--- config.mk ---
export PLATFORM = sky130hd
export DESIGN_NAME = arbiter4_rr_flat
export DESIGN_NICKNAME = d
export VERILOG_FILES = /design/src/rtl/arbiter4_rr_if.sv /design/src/rtl/arbiter4_rr.sv /design/src/flat_wrapper.sv
export SDC_FILE = /design/constraint.sdc
export NUM_CORES = 1
export LEC_CHECK = 0
export CAP_MARGIN = 15
export CORE_UTILIZATION = 35
export DETAILED_ROUTE_END_ITERATION = 8
export PLACE_DENSITY = 0.6
export SLEW_MARGIN = 5
export SYNTH_ARGS = -nofsm -noshare
export SYNTH_HDL_FRONTEND = slang
export SYNTH_SLANG_ARGS = --single-unit
--- constraint.sdc ---
create_clock -name clk -period 2.7 [get_ports clk]
set_clock_uncertainty 0.2 [all_clocks]
set_input_delay 0.54 -clock clk [delete_from_list [all_inputs] [get_ports clk]]
set_output_delay 0.54 -clock clk [all_outputs]
set_load 0.02 [all_outputs]
--- src/rtl/arbiter4_rr_if.sv ---
// Requester/arbiter handshake bundle for arbiter4_rr.
// master: the requesting side (drives en/req/done, observes the grant).
// slave:  the arbiter (consumes en/req/done, drives the grant outputs).
interface arbiter4_rr_if;
    logic       en;
    logic [3:0] req;
    logic       done;
    logic [3:0] gnt;
    logic [1:0] gnt_id;
    logic       gnt_valid;
    logic       timeout;

    modport master (
        output en, req, done,
        input  gnt, gnt_id, gnt_valid, timeout
    );

    modport slave (
        input  en, req, done,
        output gnt, gnt_id, gnt_valid, timeout
    );
endinterface

--- src/rtl/arbiter4_rr.sv ---
// 4-way arbiter with hold timer and registered one-hot/encoded grant.
// Macro ARB_ROUND_ROBIN_EN: defined = round-robin selection from a rotating
// pointer; undefined = fixed priority, highest request index wins.
// Every grant is followed by one mandatory idle cycle; a grant is
// force-released after HOLD_MAX cycles, flagged by a one-cycle timeout.
module arbiter4_rr #(
    parameter int HOLD_MAX = 16
) (
    input  logic          clk,
    input  logic          rst_n,
    arbiter4_rr_if.slave  bus
);

    typedef enum logic {IDLE, GRANT} state_t;

    // Last tenure count value before the timer forces a release.
    localparam logic [7:0] HOLD_LAST = 8'(HOLD_MAX - 1);

    state_t     state;
    logic [7:0] hold_cnt;
    logic [3:0] gnt_q;
    logic [1:0] gnt_id_q;
    logic       gnt_valid_q;
    logic       timeout_q;

    logic [1:0] win_id;
    logic       any_req;
    logic       rel_en, rel_req, rel_done, rel_hold, rel_other;

    assign any_req = |bus.req;

`ifdef ARB_ROUND_ROBIN_EN
    logic [1:0] ptr;
    logic [1:0] idx;
    logic       found;

    // Round-robin pick: first set request at or after ptr, wrapping mod 4.
    always_comb begin
        win_id = 2'd0;
        idx    = 2'd0;
        found  = 1'b0;
        for (int k = 0; k < 4; k++) begin
            idx = ptr + 2'(k);
            if (!found && bus.req[idx]) begin
                win_id = idx;
                found  = 1'b1;
            end
        end
    end
`else
    // Fixed priority pick: later (higher) indices overwrite, so 3 beats 0.
    always_comb begin
        win_id = 2'd0;
        for (int i = 0; i < 4; i++) begin
            if (bus.req[i]) win_id = 2'(i);
        end
    end
`endif

    // Release causes; the timer only counts as a timeout when it acts alone.
    always_comb begin
        rel_en    = !bus.en;
        rel_req   = !bus.req[gnt_id_q];
        rel_done  = bus.done;
        rel_hold  = (hold_cnt == HOLD_LAST);
        rel_other = rel_en | rel_req | rel_done;
    end

    // Grant FSM: all outputs registered, IDLE always sits one cycle between grants.
    always_ff @(posedge clk) begin
        if (!rst_n) begin
            state       <= IDLE;
            hold_cnt    <= 8'd0;
            gnt_q       <= 4'd0;
            gnt_id_q    <= 2'd0;
            gnt_valid_q <= 1'b0;
            timeout_q   <= 1'b0;
`ifdef ARB_ROUND_ROBIN_EN
            ptr         <= 2'd0;
`endif
        end else begin
            timeout_q <= 1'b0;
            case (state)
                IDLE: begin
                    if (bus.en && any_req) begin
                        gnt_q       <= 4'b0001 << win_id;
                        gnt_id_q    <= win_id;
                        gnt_valid_q <= 1'b1;
                        hold_cnt    <= 8'd0;
                        state       <= GRANT;
`ifdef ARB_ROUND_ROBIN_EN
                        ptr         <= win_id + 2'd1;
`endif
                    end
                end
                GRANT: begin
                    if (rel_other || rel_hold) begin
                        gnt_q       <= 4'd0;
                        gnt_valid_q <= 1'b0;
                        timeout_q   <= rel_hold && !rel_other;
                        state       <= IDLE;
                    end else if (hold_cnt != 8'hFF) begin
                        hold_cnt <= hold_cnt + 8'd1;
                    end
                end
                default: state <= IDLE;
            endcase
        end
    end

    assign bus.gnt       = gnt_q;
    assign bus.gnt_id    = gnt_id_q;
    assign bus.gnt_valid = gnt_valid_q;
    assign bus.timeout   = timeout_q;

endmodule
--- src/flat_wrapper.sv ---
// flat-port wrapper written by rule: the top's interface ports become plain ports
module arbiter4_rr_flat 
#(
    parameter int HOLD_MAX = 16
)
  (clk, rst_n, bus_en, bus_req, bus_done, bus_gnt, bus_gnt_id, bus_gnt_valid, bus_timeout);
  arbiter4_rr_if bus_i ();
  input  logic clk;
  input  logic rst_n;
  input wire logic [$bits(bus_i.en)-1:0] bus_en;
  input wire logic [$bits(bus_i.req)-1:0] bus_req;
  input wire logic [$bits(bus_i.done)-1:0] bus_done;
  output wire logic [$bits(bus_i.gnt)-1:0] bus_gnt;
  output wire logic [$bits(bus_i.gnt_id)-1:0] bus_gnt_id;
  output wire logic [$bits(bus_i.gnt_valid)-1:0] bus_gnt_valid;
  output wire logic [$bits(bus_i.timeout)-1:0] bus_timeout;
  assign bus_i.en = bus_en;
  assign bus_i.req = bus_req;
  assign bus_i.done = bus_done;
  assign bus_gnt = bus_i.gnt;
  assign bus_gnt_id = bus_i.gnt_id;
  assign bus_gnt_valid = bus_i.gnt_valid;
  assign bus_timeout = bus_i.timeout;
  arbiter4_rr #(.HOLD_MAX(HOLD_MAX)) u_core (.clk(clk), .rst_n(rst_n), .bus(bus_i));
endmodule
==> results.md <==
- Status: complete, no violations
- Clock sinks: 17
- Netlist Area Pre-Place: 925 um^2
- Drt first pass iters: 4
- Final WL: approximately 2100 um
- Pin count of the biggest net entering global routing: 16
- Leak Pwr: ~0.42 nW
- Longest Clk Path Bufs: 2
- Worst Setup EP: u_core.hold_cnt[6]
- CTS H-tree depth: 1
- P per Cell Area: 429 mW/mm^2
- Initial Util: 0.373
- First-pass GRT wire length: about 3400 um
- Clock Tree Root: clkbuf_4
- Synth Area in XOR/XNOR: 0
- Mean area per synthesized cell: 8.98 um^2
- Net Sw Power: 0.000135 W
- Worst EP arrival: 2.28 ns
- Final Slew Violations: 0
- R2R depth: 5
- CP top delay family: simple AND/OR/NAND/NOR gates
- Met3 Wirelength: 65 um
- Post-CTS Hold Fix Bufs: 0
- Number of antenna violations at the first check in global routing: 0
- Max Cap Violations: 0
- Worst-path clk slew: 0.10 ns
- Max Used Layer: met4
- Least-Margin Pin Slew: 0.524 ns
- R2r endpoint: u_core.hold_cnt[6]
- Die Y: 53.4 um
- Num CTS Buffers: 3
- Vias in the first global route: 801
- Net Sw Frac: 0.271
- Int Power: 0.000364 W
- Post-placement cell count: 151
- Levels on crit path: 6
- Adder-cell share of the synthesized area: 0.0135
- Crit start category: input pin
- Final setup vio count: 0
- Gpl congestion: about 0.81
- CP Cell Sequence: clkdlybuf4s50_1, or4_1, and3_4, a31o_4, a41oi_1, a211oi_1
- CTS tree: yes
- Setup TNS: 0 ns
- Peak fanout along the critical path: 13
- RSZ-0062 raised after global routing: false
- Area grow syn2layout: 25.6%
- CP Data Required Time: 2.68 ns
- Register area share after synthesis: 0.368
- Tcrit/Tclk final: 0.855
- Relative max-transition margin: 0.650
- Antenna diodes: 0
- Resized Gates After CTS: 0
- M1 WL: 984 um
- Cell row count: 18
- Comb power frac: 0.189
- Die Wd: about 53 um
- Synth Area in Compound Gates: 0.241
- Largest family of logic cells by synthesized area: simple AND/OR/NAND/NOR gates
- Setup CP Type: in -> reg
- I/O pin count: 16
- Synth warnings: 0
- DIE AREA: 0.00285 mm^2
- Port-buffer cells: 15
- Cells after Synth: 103
- CP Launch Point: bus_req[1]
- Hold Crit Class: reg -> reg
- Fmax achieved: 433 MHz
- Reg-to-reg setup timing slack: approximately 0.67 ns
- Slowest CP cell: or4_1
- Post-DRT Antenna Nets: 0
- Aggregate global routing overflow: 0
- Layout cells sized above 1: 0.152
- Mux cell area share after synthesis: 0.0433
- Worst Setup End Kind: flip-flop
- Flop and latch count out of synthesis: 17
- Hpwl dp: 1540 um
- Setup Fix Bufs, Post-CTS: 0
- Tmin final: between 2 and 2.5 ns
- Wire per inst: 13.3 um
- Power share of the clock group: 0.272
- CP bufs+invs: 1
- Vias: 846
- VDD IR max: approximately 0.26 mV
- Fin nets: 135
- Finished Layout Cells: around 160
- DR iter-0 viols: 19
- FF-to-FF Start: u_core.hold_cnt[5]
- Drc violations: 0
- Core ar.: 0.00248 mm^2
- Distinct cells, synth: 41
- Gr usage total: 0.165
- Syn nets: 112
- Post-synthesis simple-gate area fraction: 0.298
- Via density: approximately 5.5
- Seq pwr share: 0.539
- Metal2 WL: 981 um
- Hold Vio Cnt, Final: 0
- Max stage delay on crit path: 0.54 ns
- Clk_lat worst skew: 0.29 ns
## synth_stat cells
library cell	instances	area share
and2_1	2	0.014
nand2_1	10	0.041
nor4_1	1	0.0068
a41oi_1	1	0.0095
a31o_4	1	0.019
nand3_1	5	0.027
or4_1	1	0.0081
o221a_2	1	0.012
buf_6	1	0.012
or3_1	1	0.0068
nor2_1	6	0.024
mux2i_1	4	0.043
nand3b_1	2	0.016
or3b_1	1	0.0095
nand4b_1	1	0.0095
a31oi_4	1	0.023
and3_1	2	0.014
ha_1	1	0.014
o31a_1	1	0.0095
a31oi_1	2	0.014
and3_4	1	0.012
nor3_1	2	0.011
clkbuf_4	1	0.0081
a211oi_1	3	0.024
nand4_1	2	0.014
nor3_2	1	0.011
o21a_1	2	0.016
and4_1	1	0.0095
dfxtp_1	17	0.37
clkbuf_1	1	0.0041
nand2b_1	3	0.020
or3_4	1	0.012
a2bb2oi_1	1	0.0095
a311oi_2	1	0.016
a21oi_1	8	0.043
o22ai_2	1	0.014
o22ai_1	3	0.020
nor3b_1	2	0.016
inv_1	3	0.012
and3_2	2	0.016
o21ai_0	2	0.011
## power by group through the flow
stage	logic [W]	registers, W	clock network [W]
2_1_floorplan	0.0000504	0.000279	0
3_3_place_gp	0.0000933	0.000274	0
3_5_place_dp	0.0000945	0.000275	0
4_1_cts	0.0000948	0.000269	0.000139
5_1_grt	0.000102	0.000270	0.000150
6_report	0.0000942	0.000269	0.000136
## final cells by class
type	instances	area [um^2]
inverters	3	11.3
clock buffers	4	26.3
flip-flops and latches	17	340
repair buffers	21	195
multi-input cells	80	551
fillers	242	1320
well taps	30	37.5
## through the flow
| step | total power [W] | utilization | hold slack [ns] | cell area [um^2] | worst slack (ns) |
|---|---|---|---|---|---|
| floorplan | 0.000329 | - | 0.271 | 925 | 0.639 |
| global placement | 0.000368 | 0.458 | 0.248 | 1130 | 0.136 |
| detailed placement | 0.000369 | 0.458 | 0.256 | 1130 | 0.0879 |
| CTS | 0.000503 | 0.469 | 0.274 | 1160 | 0.390 |
| global route | 0.000522 | 0.469 | 0.319 | 1160 | 0.327 |
| finish | 0.000499 | 0.469 | 0.271 | 1160 | 0.391 |
## cell usage in the layout (no fill, tap or decap), types with 2 or more instances in the layout
cell type / count
a211oi_1: 3
dfxtp_1: 17
nand3_1: 5
o22ai_1: 3
nor3b_1: 2
and2_1: 2
and3_2: 2
o21a_1: 2
nand2_1: 10
nand3b_1: 2
nand4_1: 2
inv_1: 3
and3_1: 2
nand2b_1: 3
buf_4: 6
nor2_1: 6
o21ai_0: 2
clkbuf_4: 3
nor3_1: 2
a31oi_1: 2
mux2i_1: 4
clkdlybuf4s50_1: 15
a21oi_1: 8
## flip-flops by register name, indices dropped and copies added (netlist names)
name and flops:
u_core.bus.timeout 1, u_core.bus.gnt_valid 1, u_core.bus.gnt_id 2, u_core.bus.gnt 4, u_core.state 1, u_core.hold_cnt 8
## worst min-delay path by stage
stage	start	to	slack, ns	depth (start not counted)
2_1_floorplan	u_core.hold_cnt[5]	u_core.hold_cnt[5]	0.27	2
3_3_place_gp	u_core.bus.gnt[1]	u_core.bus.gnt[1]	0.25	2
3_5_place_dp	u_core.bus.gnt[1]	u_core.bus.gnt[1]	0.26	2
4_1_cts	u_core.bus.gnt[1]	u_core.bus.gnt[1]	0.27	2
5_1_grt	u_core.bus.gnt[1]	u_core.bus.gnt[1]	0.32	2
6_report	u_core.bus.gnt[0]	u_core.bus.gnt[0]	0.27	2
## layer usage
metal | track usage | vias to the layer above
li1 | - | 437
met1 | 0.214 | 388
met2 | 0.263 | 17
met3 | 0.0287 | 4
met4 | 0.0702 | 0
met5 | 0 | -
## kinds of logic after synthesis
kind of cell | Yosys count
buf+inv | 6
simple gates | 47
fa+ha+maj | 1
flops | 17
mux | 4
compound gates | 28
## worst min-delay path, cell delays in order (launching register included)
cell     delay (ns)
dfxtp_1        0.33
nand2_1        0.05
mux2i_1        0.05
No activity file was read; power rests on OpenSTA's default activity.
